### config.mk
export PLATFORM = sky130hd
export DESIGN_NAME = m_dram_axi_master_flat
export DESIGN_NICKNAME = d
export VERILOG_FILES = /design/src/rtl/m_dram_axi_master_pkg.sv /design/src/rtl/m_dram_axi_master_if.sv /design/src/rtl/m_dram_axi_master_lane_sel.sv /design/src/rtl/m_dram_axi_master.sv /design/src/flat_wrapper.sv
export SDC_FILE = /design/constraint.sdc
export NUM_CORES = 1
export LEC_CHECK = 0
export ABC_CLOCK_PERIOD_IN_PS = 4600
export BUFFER_PORTS_ARGS = -buffer_cell sky130_fd_sc_hd__buf_2
export CORE_AREA = 5 5 196 198
export DETAILED_ROUTE_END_ITERATION = 8
export DIE_AREA = 0 0 201 203
export PLACE_DENSITY = 0.52
export SYNTH_ARGS = -nofsm -noshare
export SYNTH_HDL_FRONTEND = slang
export SYNTH_HIERARCHICAL = 1
export SYNTH_SLANG_ARGS = --single-unit
### constraint.sdc
create_clock -name CLK -period 4.6 [get_ports CLK]
set_clock_uncertainty 0.1 [all_clocks]
set_input_delay 0.92 -clock CLK [delete_from_list [all_inputs] [get_ports CLK]]
set_output_delay 0.92 -clock CLK [all_outputs]
set_load 0.01 [all_outputs]
### src/rtl/m_dram_axi_master_pkg.sv
`default_nettype none
// ============================================================================
//  Module   : dram_axi_pkg
//  Purpose  : Shared state encoding and AXI constants for m_dram_axi_master.
//  Revision : 1.0  initial release
// ============================================================================
package dram_axi_pkg;

  typedef enum logic [2:0] {
    ST_IDLE    = 3'd0,
    ST_WR      = 3'd1,
    ST_WR_RESP = 3'd2,
    ST_RD_ADDR = 3'd3,
    ST_RD_DATA = 3'd4
  } state_e;

  localparam logic [2:0] AXI_SIZE_16B   = 3'b100;
  localparam logic [1:0] AXI_BURST_INCR = 2'b01;
  localparam logic [3:0] AXI_CACHE_DEF  = 4'b0011;
  localparam logic [1:0] AXI_RESP_OKAY  = 2'b00;

  // Any response code other than OKAY is reported to the core as an error.
  function automatic logic resp_is_err(input logic [1:0] resp);
    return resp != AXI_RESP_OKAY;
  endfunction

endpackage
`default_nettype wire

### src/rtl/m_dram_axi_master_if.sv
`default_nettype none
// ============================================================================
//  Module   : m_dram_axi_master_if
//  Purpose  : Core request/response port plus AXI4 master bundle toward MIG.
//  Revision : 1.0  initial release
// ============================================================================
interface m_dram_axi_master_if #(
  parameter int APP_ADDR_WIDTH = 28,
  parameter int APP_DATA_WIDTH = 128,
  parameter int APP_MASK_WIDTH = 16
);
  // core side
  logic                      init_calib_complete;
  logic                      req_valid;
  logic                      req_ready;
  logic                      req_we;
  logic [APP_ADDR_WIDTH-1:0] req_addr;
  logic [31:0]               req_wdata;
  logic [3:0]                req_wstrb;
  logic                      resp_valid;
  logic [31:0]               resp_rdata;
  logic                      resp_err;
  // AXI write address
  logic [3:0]                m_axi_awid;
  logic [APP_ADDR_WIDTH-1:0] m_axi_awaddr;
  logic [7:0]                m_axi_awlen;
  logic [2:0]                m_axi_awsize;
  logic [1:0]                m_axi_awburst;
  logic                      m_axi_awlock;
  logic [3:0]                m_axi_awcache;
  logic [2:0]                m_axi_awprot;
  logic [3:0]                m_axi_awqos;
  logic                      m_axi_awvalid;
  logic                      m_axi_awready;
  // AXI write data
  logic [APP_DATA_WIDTH-1:0] m_axi_wdata;
  logic [APP_MASK_WIDTH-1:0] m_axi_wstrb;
  logic                      m_axi_wlast;
  logic                      m_axi_wvalid;
  logic                      m_axi_wready;
  // AXI write response
  logic [3:0]                m_axi_bid;
  logic [1:0]                m_axi_bresp;
  logic                      m_axi_bvalid;
  logic                      m_axi_bready;
  // AXI read address
  logic [3:0]                m_axi_arid;
  logic [APP_ADDR_WIDTH-1:0] m_axi_araddr;
  logic [7:0]                m_axi_arlen;
  logic [2:0]                m_axi_arsize;
  logic [1:0]                m_axi_arburst;
  logic                      m_axi_arlock;
  logic [3:0]                m_axi_arcache;
  logic [2:0]                m_axi_arprot;
  logic [3:0]                m_axi_arqos;
  logic                      m_axi_arvalid;
  logic                      m_axi_arready;
  // AXI read data
  logic [3:0]                m_axi_rid;
  logic [APP_DATA_WIDTH-1:0] m_axi_rdata;
  logic [1:0]                m_axi_rresp;
  logic                      m_axi_rlast;
  logic                      m_axi_rvalid;
  logic                      m_axi_rready;

  modport master (
    input  init_calib_complete, req_valid, req_we, req_addr, req_wdata, req_wstrb,
    output req_ready, resp_valid, resp_rdata, resp_err,
    output m_axi_awid, m_axi_awaddr, m_axi_awlen, m_axi_awsize, m_axi_awburst,
           m_axi_awlock, m_axi_awcache, m_axi_awprot, m_axi_awqos, m_axi_awvalid,
    input  m_axi_awready,
    output m_axi_wdata, m_axi_wstrb, m_axi_wlast, m_axi_wvalid,
    input  m_axi_wready,
    input  m_axi_bid, m_axi_bresp, m_axi_bvalid,
    output m_axi_bready,
    output m_axi_arid, m_axi_araddr, m_axi_arlen, m_axi_arsize, m_axi_arburst,
           m_axi_arlock, m_axi_arcache, m_axi_arprot, m_axi_arqos, m_axi_arvalid,
    input  m_axi_arready,
    input  m_axi_rid, m_axi_rdata, m_axi_rresp, m_axi_rlast, m_axi_rvalid,
    output m_axi_rready
  );

  modport slave (
    output init_calib_complete, req_valid, req_we, req_addr, req_wdata, req_wstrb,
    input  req_ready, resp_valid, resp_rdata, resp_err,
    input  m_axi_awid, m_axi_awaddr, m_axi_awlen, m_axi_awsize, m_axi_awburst,
           m_axi_awlock, m_axi_awcache, m_axi_awprot, m_axi_awqos, m_axi_awvalid,
    output m_axi_awready,
    input  m_axi_wdata, m_axi_wstrb, m_axi_wlast, m_axi_wvalid,
    output m_axi_wready,
    output m_axi_bid, m_axi_bresp, m_axi_bvalid,
    input  m_axi_bready,
    input  m_axi_arid, m_axi_araddr, m_axi_arlen, m_axi_arsize, m_axi_arburst,
           m_axi_arlock, m_axi_arcache, m_axi_arprot, m_axi_arqos, m_axi_arvalid,
    output m_axi_arready,
    output m_axi_rid, m_axi_rdata, m_axi_rresp, m_axi_rlast, m_axi_rvalid,
    input  m_axi_rready
  );

endinterface
`default_nettype wire

### src/rtl/m_dram_axi_master_lane_sel.sv
`default_nettype none
// ============================================================================
//  Module   : m_lane_sel
//  Purpose  : 32-bit word <-> 128-bit AXI line lane replicate/shift/select.
//  Revision : 1.0  initial release
// ============================================================================
module m_lane_sel (
  input  logic [1:0]   i_wr_lane,
  input  logic [31:0]  i_word_wdata,
  input  logic [3:0]   i_word_wstrb,
  output logic [127:0] o_line_wdata,
  output logic [15:0]  o_line_wstrb,
  input  logic [1:0]   i_rd_lane,
  input  logic [127:0] i_line_rdata,
  output logic [31:0]  o_word_rdata
);

  // The word is copied into every lane; only the strobes pick the real lane.
  assign o_line_wdata = {4{i_word_wdata}};
  assign o_line_wstrb = {12'b0, i_word_wstrb} << {i_wr_lane, 2'b00};
  assign o_word_rdata = i_line_rdata[{i_rd_lane, 5'b00000} +: 32];

endmodule
`default_nettype wire

### src/rtl/m_dram_axi_master.sv
`default_nettype none
// ============================================================================
//  Module   : m_dram_axi_master
//  Purpose  : Single-outstanding AXI4 master turning 32-bit core requests into
//             single-beat 128-bit transactions for the MIG AXI slave port.
//  Revision : 1.0  initial release
// ============================================================================
module m_dram_axi_master
  import dram_axi_pkg::*;
#(
  parameter int APP_ADDR_WIDTH = 28,
  parameter int APP_DATA_WIDTH = 128,
  parameter int APP_MASK_WIDTH = 16
) (
  input  logic                 CLK,
  input  logic                 RST_X,
  m_dram_axi_master_if.master  bus
);

  localparam logic [2:0] c_st_idle    = ST_IDLE;
  localparam logic [2:0] c_st_wr      = ST_WR;
  localparam logic [2:0] c_st_wr_resp = ST_WR_RESP;
  localparam logic [2:0] c_st_rd_addr = ST_RD_ADDR;
  localparam logic [2:0] c_st_rd_data = ST_RD_DATA;

  logic [2:0]                r_state;
  logic [APP_ADDR_WIDTH-1:0] r_axi_addr;
  logic [APP_DATA_WIDTH-1:0] r_wdata;
  logic [APP_MASK_WIDTH-1:0] r_wstrb;
  logic [1:0]                r_lane;
  logic                      r_awvalid;
  logic                      r_wvalid;
  logic                      r_arvalid;
  logic                      r_bready;
  logic                      r_rready;
  logic                      r_resp_valid;
  logic                      r_resp_err;
  logic [31:0]               r_resp_rdata;

  logic                      w_req_ready;
  logic                      w_accept;
  logic                      w_aw_done;
  logic                      w_w_done;
  logic [APP_DATA_WIDTH-1:0] w_line_wdata;
  logic [APP_MASK_WIDTH-1:0] w_line_wstrb;
  logic [31:0]               w_word_rdata;
  logic                      w_unused;

  assign w_req_ready = (r_state == c_st_idle) && bus.init_calib_complete;
  assign w_accept    = bus.req_valid && w_req_ready;
  // A channel counts as done once its valid is gone or it handshakes now.
  assign w_aw_done   = !r_awvalid || bus.m_axi_awready;
  assign w_w_done    = !r_wvalid  || bus.m_axi_wready;

  // Byte lanes outside the request word and the single-beat ids/last are not needed.
  assign w_unused = ^{bus.req_addr[1:0], bus.m_axi_bid, bus.m_axi_rid, bus.m_axi_rlast};

  m_lane_sel u_lane_sel (
    .i_wr_lane    (bus.req_addr[3:2]),
    .i_word_wdata (bus.req_wdata),
    .i_word_wstrb (bus.req_wstrb),
    .o_line_wdata (w_line_wdata),
    .o_line_wstrb (w_line_wstrb),
    .i_rd_lane    (r_lane),
    .i_line_rdata (bus.m_axi_rdata),
    .o_word_rdata (w_word_rdata)
  );

  // Transaction FSM: capture the request, drive each AXI phase, report completion.
  always_ff @(posedge CLK or negedge RST_X) begin
    if (!RST_X) begin
      r_state      <= c_st_idle;
      r_axi_addr   <= '0;
      r_wdata      <= '0;
      r_wstrb      <= '0;
      r_lane       <= 2'd0;
      r_awvalid    <= 1'b0;
      r_wvalid     <= 1'b0;
      r_arvalid    <= 1'b0;
      r_bready     <= 1'b0;
      r_rready     <= 1'b0;
      r_resp_valid <= 1'b0;
      r_resp_err   <= 1'b0;
      r_resp_rdata <= 32'd0;
    end else begin
      r_resp_valid <= 1'b0;
      case (r_state)
        c_st_idle: begin
          if (w_accept) begin
            r_axi_addr <= {bus.req_addr[APP_ADDR_WIDTH-1:4], 4'b0000};
            r_lane     <= bus.req_addr[3:2];
            r_wdata    <= w_line_wdata;
            r_wstrb    <= w_line_wstrb;
            if (bus.req_we) begin
              r_awvalid <= 1'b1;
              r_wvalid  <= 1'b1;
              r_state   <= c_st_wr;
            end else begin
              r_arvalid <= 1'b1;
              r_state   <= c_st_rd_addr;
            end
          end
        end
        c_st_wr: begin
          if (r_awvalid && bus.m_axi_awready) r_awvalid <= 1'b0;
          if (r_wvalid  && bus.m_axi_wready)  r_wvalid  <= 1'b0;
          if (w_aw_done && w_w_done) begin
            r_bready <= 1'b1;
            r_state  <= c_st_wr_resp;
          end
        end
        c_st_wr_resp: begin
          if (bus.m_axi_bvalid) begin
            r_bready     <= 1'b0;
            r_resp_valid <= 1'b1;
            r_resp_err   <= resp_is_err(bus.m_axi_bresp);
            r_state      <= c_st_idle;
          end
        end
        c_st_rd_addr: begin
          if (bus.m_axi_arready) begin
            r_arvalid <= 1'b0;
            r_rready  <= 1'b1;
            r_state   <= c_st_rd_data;
          end
        end
        c_st_rd_data: begin
          if (bus.m_axi_rvalid) begin
            r_rready     <= 1'b0;
            r_resp_valid <= 1'b1;
            r_resp_err   <= resp_is_err(bus.m_axi_rresp);
            r_resp_rdata <= w_word_rdata;
            r_state      <= c_st_idle;
          end
        end
        default: r_state <= c_st_idle;
      endcase
    end
  end

  assign bus.req_ready     = w_req_ready;
  assign bus.resp_valid    = r_resp_valid;
  assign bus.resp_rdata    = r_resp_rdata;
  assign bus.resp_err      = r_resp_err;

  assign bus.m_axi_awid    = 4'd0;
  assign bus.m_axi_awaddr  = r_axi_addr;
  assign bus.m_axi_awlen   = 8'd0;
  assign bus.m_axi_awsize  = AXI_SIZE_16B;
  assign bus.m_axi_awburst = AXI_BURST_INCR;
  assign bus.m_axi_awlock  = 1'b0;
  assign bus.m_axi_awcache = AXI_CACHE_DEF;
  assign bus.m_axi_awprot  = 3'd0;
  assign bus.m_axi_awqos   = 4'd0;
  assign bus.m_axi_awvalid = r_awvalid;

  assign bus.m_axi_wdata   = r_wdata;
  assign bus.m_axi_wstrb   = r_wstrb;
  assign bus.m_axi_wlast   = 1'b1;
  assign bus.m_axi_wvalid  = r_wvalid;
  assign bus.m_axi_bready  = r_bready;

  assign bus.m_axi_arid    = 4'd0;
  assign bus.m_axi_araddr  = r_axi_addr;
  assign bus.m_axi_arlen   = 8'd0;
  assign bus.m_axi_arsize  = AXI_SIZE_16B;
  assign bus.m_axi_arburst = AXI_BURST_INCR;
  assign bus.m_axi_arlock  = 1'b0;
  assign bus.m_axi_arcache = AXI_CACHE_DEF;
  assign bus.m_axi_arprot  = 3'd0;
  assign bus.m_axi_arqos   = 4'd0;
  assign bus.m_axi_arvalid = r_arvalid;
  assign bus.m_axi_rready  = r_rready;

endmodule
`default_nettype wire

### src/flat_wrapper.sv
// flat-port wrapper written by rule: the top's interface ports become plain ports
module m_dram_axi_master_flat import dram_axi_pkg::*;
#(
  parameter int APP_ADDR_WIDTH = 28,
  parameter int APP_DATA_WIDTH = 128,
  parameter int APP_MASK_WIDTH = 16
)
  (CLK, RST_X, bus_init_calib_complete, bus_req_valid, bus_req_we, bus_req_addr, bus_req_wdata, bus_req_wstrb, bus_req_ready, bus_resp_valid, bus_resp_rdata, bus_resp_err, bus_m_axi_awid, bus_m_axi_awaddr, bus_m_axi_awlen, bus_m_axi_awsize, bus_m_axi_awburst, bus_m_axi_awlock, bus_m_axi_awcache, bus_m_axi_awprot, bus_m_axi_awqos, bus_m_axi_awvalid, bus_m_axi_awready, bus_m_axi_wdata, bus_m_axi_wstrb, bus_m_axi_wlast, bus_m_axi_wvalid, bus_m_axi_wready, bus_m_axi_bid, bus_m_axi_bresp, bus_m_axi_bvalid, bus_m_axi_bready, bus_m_axi_arid, bus_m_axi_araddr, bus_m_axi_arlen, bus_m_axi_arsize, bus_m_axi_arburst, bus_m_axi_arlock, bus_m_axi_arcache, bus_m_axi_arprot, bus_m_axi_arqos, bus_m_axi_arvalid, bus_m_axi_arready, bus_m_axi_rid, bus_m_axi_rdata, bus_m_axi_rresp, bus_m_axi_rlast, bus_m_axi_rvalid, bus_m_axi_rready);
  m_dram_axi_master_if #(.APP_ADDR_WIDTH(APP_ADDR_WIDTH), .APP_DATA_WIDTH(APP_DATA_WIDTH), .APP_MASK_WIDTH(APP_MASK_WIDTH)) bus_i ();
  input  logic CLK;
  input  logic RST_X;
  input wire logic [$bits(bus_i.init_calib_complete)-1:0] bus_init_calib_complete;
  input wire logic [$bits(bus_i.req_valid)-1:0] bus_req_valid;
  input wire logic [$bits(bus_i.req_we)-1:0] bus_req_we;
  input wire logic [$bits(bus_i.req_addr)-1:0] bus_req_addr;
  input wire logic [$bits(bus_i.req_wdata)-1:0] bus_req_wdata;
  input wire logic [$bits(bus_i.req_wstrb)-1:0] bus_req_wstrb;
  output wire logic [$bits(bus_i.req_ready)-1:0] bus_req_ready;
  output wire logic [$bits(bus_i.resp_valid)-1:0] bus_resp_valid;
  output wire logic [$bits(bus_i.resp_rdata)-1:0] bus_resp_rdata;
  output wire logic [$bits(bus_i.resp_err)-1:0] bus_resp_err;
  output wire logic [$bits(bus_i.m_axi_awid)-1:0] bus_m_axi_awid;
  output wire logic [$bits(bus_i.m_axi_awaddr)-1:0] bus_m_axi_awaddr;
  output wire logic [$bits(bus_i.m_axi_awlen)-1:0] bus_m_axi_awlen;
  output wire logic [$bits(bus_i.m_axi_awsize)-1:0] bus_m_axi_awsize;
  output wire logic [$bits(bus_i.m_axi_awburst)-1:0] bus_m_axi_awburst;
  output wire logic [$bits(bus_i.m_axi_awlock)-1:0] bus_m_axi_awlock;
  output wire logic [$bits(bus_i.m_axi_awcache)-1:0] bus_m_axi_awcache;
  output wire logic [$bits(bus_i.m_axi_awprot)-1:0] bus_m_axi_awprot;
  output wire logic [$bits(bus_i.m_axi_awqos)-1:0] bus_m_axi_awqos;
  output wire logic [$bits(bus_i.m_axi_awvalid)-1:0] bus_m_axi_awvalid;
  input wire logic [$bits(bus_i.m_axi_awready)-1:0] bus_m_axi_awready;
  output wire logic [$bits(bus_i.m_axi_wdata)-1:0] bus_m_axi_wdata;
  output wire logic [$bits(bus_i.m_axi_wstrb)-1:0] bus_m_axi_wstrb;
  output wire logic [$bits(bus_i.m_axi_wlast)-1:0] bus_m_axi_wlast;
  output wire logic [$bits(bus_i.m_axi_wvalid)-1:0] bus_m_axi_wvalid;
  input wire logic [$bits(bus_i.m_axi_wready)-1:0] bus_m_axi_wready;
  input wire logic [$bits(bus_i.m_axi_bid)-1:0] bus_m_axi_bid;
  input wire logic [$bits(bus_i.m_axi_bresp)-1:0] bus_m_axi_bresp;
  input wire logic [$bits(bus_i.m_axi_bvalid)-1:0] bus_m_axi_bvalid;
  output wire logic [$bits(bus_i.m_axi_bready)-1:0] bus_m_axi_bready;
  output wire logic [$bits(bus_i.m_axi_arid)-1:0] bus_m_axi_arid;
  output wire logic [$bits(bus_i.m_axi_araddr)-1:0] bus_m_axi_araddr;
  output wire logic [$bits(bus_i.m_axi_arlen)-1:0] bus_m_axi_arlen;
  output wire logic [$bits(bus_i.m_axi_arsize)-1:0] bus_m_axi_arsize;
  output wire logic [$bits(bus_i.m_axi_arburst)-1:0] bus_m_axi_arburst;
  output wire logic [$bits(bus_i.m_axi_arlock)-1:0] bus_m_axi_arlock;
  output wire logic [$bits(bus_i.m_axi_arcache)-1:0] bus_m_axi_arcache;
  output wire logic [$bits(bus_i.m_axi_arprot)-1:0] bus_m_axi_arprot;
  output wire logic [$bits(bus_i.m_axi_arqos)-1:0] bus_m_axi_arqos;
  output wire logic [$bits(bus_i.m_axi_arvalid)-1:0] bus_m_axi_arvalid;
  input wire logic [$bits(bus_i.m_axi_arready)-1:0] bus_m_axi_arready;
  input wire logic [$bits(bus_i.m_axi_rid)-1:0] bus_m_axi_rid;
  input wire logic [$bits(bus_i.m_axi_rdata)-1:0] bus_m_axi_rdata;
  input wire logic [$bits(bus_i.m_axi_rresp)-1:0] bus_m_axi_rresp;
  input wire logic [$bits(bus_i.m_axi_rlast)-1:0] bus_m_axi_rlast;
  input wire logic [$bits(bus_i.m_axi_rvalid)-1:0] bus_m_axi_rvalid;
  output wire logic [$bits(bus_i.m_axi_rready)-1:0] bus_m_axi_rready;
  assign bus_i.init_calib_complete = bus_init_calib_complete;
  assign bus_i.req_valid = bus_req_valid;
  assign bus_i.req_we = bus_req_we;
  assign bus_i.req_addr = bus_req_addr;
  assign bus_i.req_wdata = bus_req_wdata;
  assign bus_i.req_wstrb = bus_req_wstrb;
  assign bus_req_ready = bus_i.req_ready;
  assign bus_resp_valid = bus_i.resp_valid;
  assign bus_resp_rdata = bus_i.resp_rdata;
  assign bus_resp_err = bus_i.resp_err;
  assign bus_m_axi_awid = bus_i.m_axi_awid;
  assign bus_m_axi_awaddr = bus_i.m_axi_awaddr;
  assign bus_m_axi_awlen = bus_i.m_axi_awlen;
  assign bus_m_axi_awsize = bus_i.m_axi_awsize;
  assign bus_m_axi_awburst = bus_i.m_axi_awburst;
  assign bus_m_axi_awlock = bus_i.m_axi_awlock;
  assign bus_m_axi_awcache = bus_i.m_axi_awcache;
  assign bus_m_axi_awprot = bus_i.m_axi_awprot;
  assign bus_m_axi_awqos = bus_i.m_axi_awqos;
  assign bus_m_axi_awvalid = bus_i.m_axi_awvalid;
  assign bus_i.m_axi_awready = bus_m_axi_awready;
  assign bus_m_axi_wdata = bus_i.m_axi_wdata;
  assign bus_m_axi_wstrb = bus_i.m_axi_wstrb;
  assign bus_m_axi_wlast = bus_i.m_axi_wlast;
  assign bus_m_axi_wvalid = bus_i.m_axi_wvalid;
  assign bus_i.m_axi_wready = bus_m_axi_wready;
  assign bus_i.m_axi_bid = bus_m_axi_bid;
  assign bus_i.m_axi_bresp = bus_m_axi_bresp;
  assign bus_i.m_axi_bvalid = bus_m_axi_bvalid;
  assign bus_m_axi_bready = bus_i.m_axi_bready;
  assign bus_m_axi_arid = bus_i.m_axi_arid;
  assign bus_m_axi_araddr = bus_i.m_axi_araddr;
  assign bus_m_axi_arlen = bus_i.m_axi_arlen;
  assign bus_m_axi_arsize = bus_i.m_axi_arsize;
  assign bus_m_axi_arburst = bus_i.m_axi_arburst;
  assign bus_m_axi_arlock = bus_i.m_axi_arlock;
  assign bus_m_axi_arcache = bus_i.m_axi_arcache;
  assign bus_m_axi_arprot = bus_i.m_axi_arprot;
  assign bus_m_axi_arqos = bus_i.m_axi_arqos;
  assign bus_m_axi_arvalid = bus_i.m_axi_arvalid;
  assign bus_i.m_axi_arready = bus_m_axi_arready;
  assign bus_i.m_axi_rid = bus_m_axi_rid;
  assign bus_i.m_axi_rdata = bus_m_axi_rdata;
  assign bus_i.m_axi_rresp = bus_m_axi_rresp;
  assign bus_i.m_axi_rlast = bus_m_axi_rlast;
  assign bus_i.m_axi_rvalid = bus_m_axi_rvalid;
  assign bus_m_axi_rready = bus_i.m_axi_rready;
  m_dram_axi_master #(.APP_ADDR_WIDTH(APP_ADDR_WIDTH), .APP_DATA_WIDTH(APP_DATA_WIDTH), .APP_MASK_WIDTH(APP_MASK_WIDTH)) u_core (.CLK(CLK), .RST_X(RST_X), .bus(bus_i));
endmodule
Yosys cells after proc, flatten, opt, wreduce, memory -nomap -nowiden --
Cells that the tools add are included. W data, S select, Z words.
Cells by class: muxes and demuxes 29, reduce and logical (&&, ||, !) cells 26, shifts and indexed selects 2, eq/ne operators 13
Operators by type and width (number):
- $shiftx A128 B8 Y32 | 1
- $shl A4 B4 Y16 | 1
- $mux W1 | 15
- $mux W3 | 5
- $pmux W3 S5 | 1
- $pmux W1 S2 | 7
- $reduce_bool A2 Y1 | 7
- $reduce_and A4 Y1 | 3
- $ne A2 B2 Y1 const B | 5
- $reduce_and A3 Y1 | 3
- $ne A2 B1 Y1 const B | 4
- $eq A3 B2 Y1 const B | 2
- $logic_and A1 B1 Y1 | 5
- $reduce_and A5 Y1 | 1
- $reduce_and A2 Y1 | 2
- $eq A3 B1 Y1 const B | 1
- $eq A3 B3 Y1 const B | 1
- $logic_not A3 Y1 | 1
- $logic_not A1 Y1 | 2
- $logic_or A1 B1 Y1 | 2
- $mux W2 | 1
Storage, ports and cells: output and inout port bits 299, input port bits 215, word-level logic and storage cells 83, bits in registers 212

Longest topological paths before layout --
depth after elaboration 5, depth in mapped cells 6, gate-level depth less buffers 3

Hierarchy --
The synthesis kept the hierarchy.
Modules (own cells, without submodules):
- m_dram_axi_master | instances 1, sequential area each 5305.1 um^2, cells an instance 570, area an instance 9032.4 um^2
- m_lane_sel | instances 1, sequential area each 0.0 um^2, cells an instance 185, area an instance 1908.1 um^2

Worst setup path after synthesis --
No wires, ideal clock.
path type input to output, start point in bus_init_calib_complete, end point out bus_req_ready, cell stages on the path 1, required time 3.580 ns, path buffers 0, path slack 2.335 ns, data arrival time 1.245 ns, cell sequence nor4b_4
On the way: longest elaborated chain between the ends 1
RTL lines:
- from (decl) | RTL line flat_wrapper.sv:12 | input wire logic [$bits(bus_i.init_calib_complete)-1:0] bus_init_calib_complete;
- $logic_and A1 B1 Y1 | RTL line m_dram_axi_master.sv:49 | assign w_req_ready = (r_state == c_st_idle) && bus.init_calib_complete;
- to (decl) | RTL line flat_wrapper.sv:18 | output wire logic [$bits(bus_i.req_ready)-1:0] bus_req_ready;
Every way passes these cells.

Worst setup path in the final report --
start point reg u_core.r_state[0], end point out bus_req_ready
On the way: longest elaborated chain between the ends 2
RTL lines:
- from (decl) | RTL line m_dram_axi_master.sv:26 | logic [2:0] r_state;
- from (signal assigned) | RTL line m_dram_axi_master.sv:72 | r_state <= c_st_idle;
- from (signal assigned) | RTL line m_dram_axi_master.sv:97 | r_state <= c_st_wr;
- from (signal assigned) | RTL line m_dram_axi_master.sv:100 | r_state <= c_st_rd_addr;
- $logic_not A3 Y1 | RTL line m_dram_axi_master.sv:49
- $logic_and A1 B1 Y1 | RTL line m_dram_axi_master.sv:49
Every way passes these cells.

==> metrics.md <==
| Metric | Value |
|---|---|
| Final core occ | 35.6% |
| Setup CP Type | reg -> out |
| RSZ-0062 raised after global routing | false |
| Io pins | 514 |
| Post-CTS Setup Inserts | 0 |
| Simple-gate share of the synthesized area | 2.25% |
| Initial Utilization | 30.1% |
| DPL Wire Length | 21.2 mm |
| Yosys top cell by area | dfrtp_1 |
| Seq/Total Area, Yosys | 48.5% |
| Slew HR | 33.6% |
| Cts repair resizes | 0 |
| Max-cap violation count | 0 |
| Vias | 6,356 |
| Post-route DRC violation count | 0 |
| Comb power frac | 41.9% |
| Period utilisation layout | 63.1% |
| Total gr overflow | 0 |
| First-pass GRT wire length | 42.5 mm |
| Initial antenna violation count | 0 |
| CP required | 3580 ps |
| Switching power of the nets | 3030 µW |
| Post-Synth XOR/XNOR Area | 0% |
| Adder-Cell Fraction of Synth Area | 0% |
| Gr usage total | 12.9% |
| Synth cell types | 34 |
| Compound-Gate Fraction of Synth Area | 0.766% |
| Root Driver | clkbuf_16 |
| Clock share of power | 21.1% |
| Main synth FF type | dfrtp_1 |
| Multiplexer area fraction after synthesis | 30.8% |
| Vias/cell | 4.17 |
| Largest family of logic cells by synthesized area | multiplexers |
| Clock buffers created by TritonCTS | 25 |
| Hold Buf Count CTS | 0 |
| Max VDD drop | 331 µV |
| Count of final hold-check violations | 0 |
| ANT nets after route | 0 |
| Crit path launch type | flip-flop |
| Sw frac | 33.8% |
| Cell leakage power | 0.00670 µW |
| Post-Syn Area per Cell | 14.5 µm² |
| Clk slew on worst S/H paths | 60 ps |
| Count of final setup violators | 0 |
| Slew Viols, Final | 0 |
| Sequential Power Share | 37.0% |
| Crit end category | primary output |
| Worst hold path type | in -> async |
| Number of global-route vias before repair | 6,958 |
| Row cnt | 70 |
| Status | finished, final reports clean |
| Clock buffer depth | 3 |
| CTS sink cnt | 212 |
| Final TNS setup | 0 ps |
| Core area | 36,300 µm² |
| Largest net degree at the start of global routing | 100 |
| Initial drt markers | 249 |
| Crit path max fanout | 10 |
| Worst-Margin Slew | 994 ps |
| EDFF count, synth | 0 |
| Int Pwr | 5920 µW |
| Share of the synthesized area in the top cell type | 48.5% |
| Share of layout cells above drive strength 1 | 67.9% |
| Ys async rst share | 100% |
| Cell area after synthesis | 10,900 µm² |
| YS warnings | 6 |
| Die W | 201 µm |
| Final Critical Period | 2900 ps |
| Max H-tree Level | 1 |
| Synth area leaders | dfrtp_1, buf_4, mux2_4 |
| Clk_lat worst skew | 510 ps |
| Critical Path AT | 1880 ps |
| Drt pass-1 iters | 4 |
| CTS tree | yes |
| Mapped Cells | 755 |
| F_max | 345 MHz |
| Final WL | 27.8 mm |
| IO Port Bufs | 435 |
| Seq cells post-synth | 212 |
| Die Height | 203 µm |
| Die area | 40,800 µm² |
| Wire per inst | 18.3 µm |
| Nets | 1,253 |
| P per Cell Area | 692 nW/µm² |
| Area Growth Syn to Fin | 18.3% |
| Gpl congestion | 0.792 |
cells by family after synthesis:
logic type | Yosys count
buf+inv | 257
mux | 237
flops | 212
simple gates | 35
compound gates | 12
other cells | 2
layout by cell type (no fill, tap or decap), types with 4 or more instances in the layout:
master     count
and3_1         4
and3b_1        8
buf_2        434
buf_4          5
clkbuf_1       7
clkbuf_16     25
clkbuf_8       5
clkinv_2       5
conb_1        67
dfrtp_1      211
inv_1          6
mux2_2       114
mux2_4        89
mux4_2        30
nor3b_1        5
cell usage after synthesis (3+ instances only):
cell / count
mux4_2: 30
clkbuf_1: 6
buf_12: 3
mux2_2: 114
mux2_4: 89
nor3b_1: 5
buf_4: 220
dfrtp_1: 212
buf_6: 11
nand3_1: 3
buf_2: 6
and3_1: 4
and3b_1: 8
buf_1: 5
nor2_1: 4
inv_1: 6
power groups by stage:
| stage | clock (µW) | combinational [µW] | sequential (µW) |
|---|---|---|---|
| 6_report | 1890 | 3750 | 3310 |
| 5_1_grt | 2060 | 4040 | 3470 |
| 4_1_cts | 1980 | 3850 | 3330 |
| 3_5_place_dp | 0 | 3840 | 3330 |
| 3_3_place_gp | 0 | 3820 | 3310 |
| 2_1_floorplan | 0 | 2180 | 3680 |
final cells by class:
cell class,count,area [µm²]
fill,3603,23400
sequential,212,5310
multi-input combinational,351,3970
timing repair buffer,442,2260
clock buffer,37,721
tap,468,586
clock inverter,7,62.6
inverter,6,22.5
antenna,2,5.00
sequential cells by signal, summed over array words and instances, names as in the netlist:
register                  cells
u_core/bus.m_axi_rready       1
u_core/bus.m_axi_wdata      128
u_core/bus.m_axi_awvalid      1
u_core/bus.m_axi_bready       1
u_core/r_state                3
u_core/bus.m_axi_wvalid       1
u_core/bus.m_axi_arvalid      1
u_core/bus.resp_rdata        32
u_core/bus.m_axi_araddr      24
u_core/bus.m_axi_wstrb       16
u_core/bus.resp_valid         1
u_core/r_lane                 2
u_core/bus.resp_err           1
path summary, 6_finish.rpt:
check / to / slack (ps) / startpoint / depth (start not counted)
min: u_core/bus.m_axi_wdata[110] / 360 / RST_X / 1
max in group asynchronous: u_core/r_lane[0] / 3120 / RST_X / 2
max reg2reg: u_core/bus.m_axi_wdata[5] / 1930 / u_core/r_state[0] / 4
min in group CLK: u_core/bus.m_axi_wdata[105] / 400 / u_core/bus.m_axi_wdata[105] / 1
max: bus_req_ready / 1700 / u_core/r_state[0] / 2
min reg2reg: u_core/bus.m_axi_wdata[105] / 400 / u_core/bus.m_axi_wdata[105] / 1
critical path, cell delays in order (launching register included):
cell and delay, ps:
dfrtp_1 530, nor4b_4 570, buf_2 270
layer usage:
metal	track usage [%]	routed length, µm	share of wire [%]
met4	3.05	570	2.0
met5	0	0	0
met3	4.94	2680	9.6
met2	22.4	13900	50
met1	15.2	10700	38
metrics by stage:
step / hold WS (ps) / instance area (µm²) / setup WS [ps] / total power [µW] / cells
after floorplan: 405 / 11200 / 2340 / 5860 / 820
after global placement: 383 / 12200 / 1530 / 7130 / 1479
after detailed placement: 387 / 12200 / 1500 / 7170 / 1479
after CTS: 364 / 12900 / 1650 / 9160 / 1523
after global routing: 394 / 12900 / 1570 / 9570 / 1523
final: 361 / 12900 / 1700 / 8950 / 1525
(Power assumes the default switching activity.)
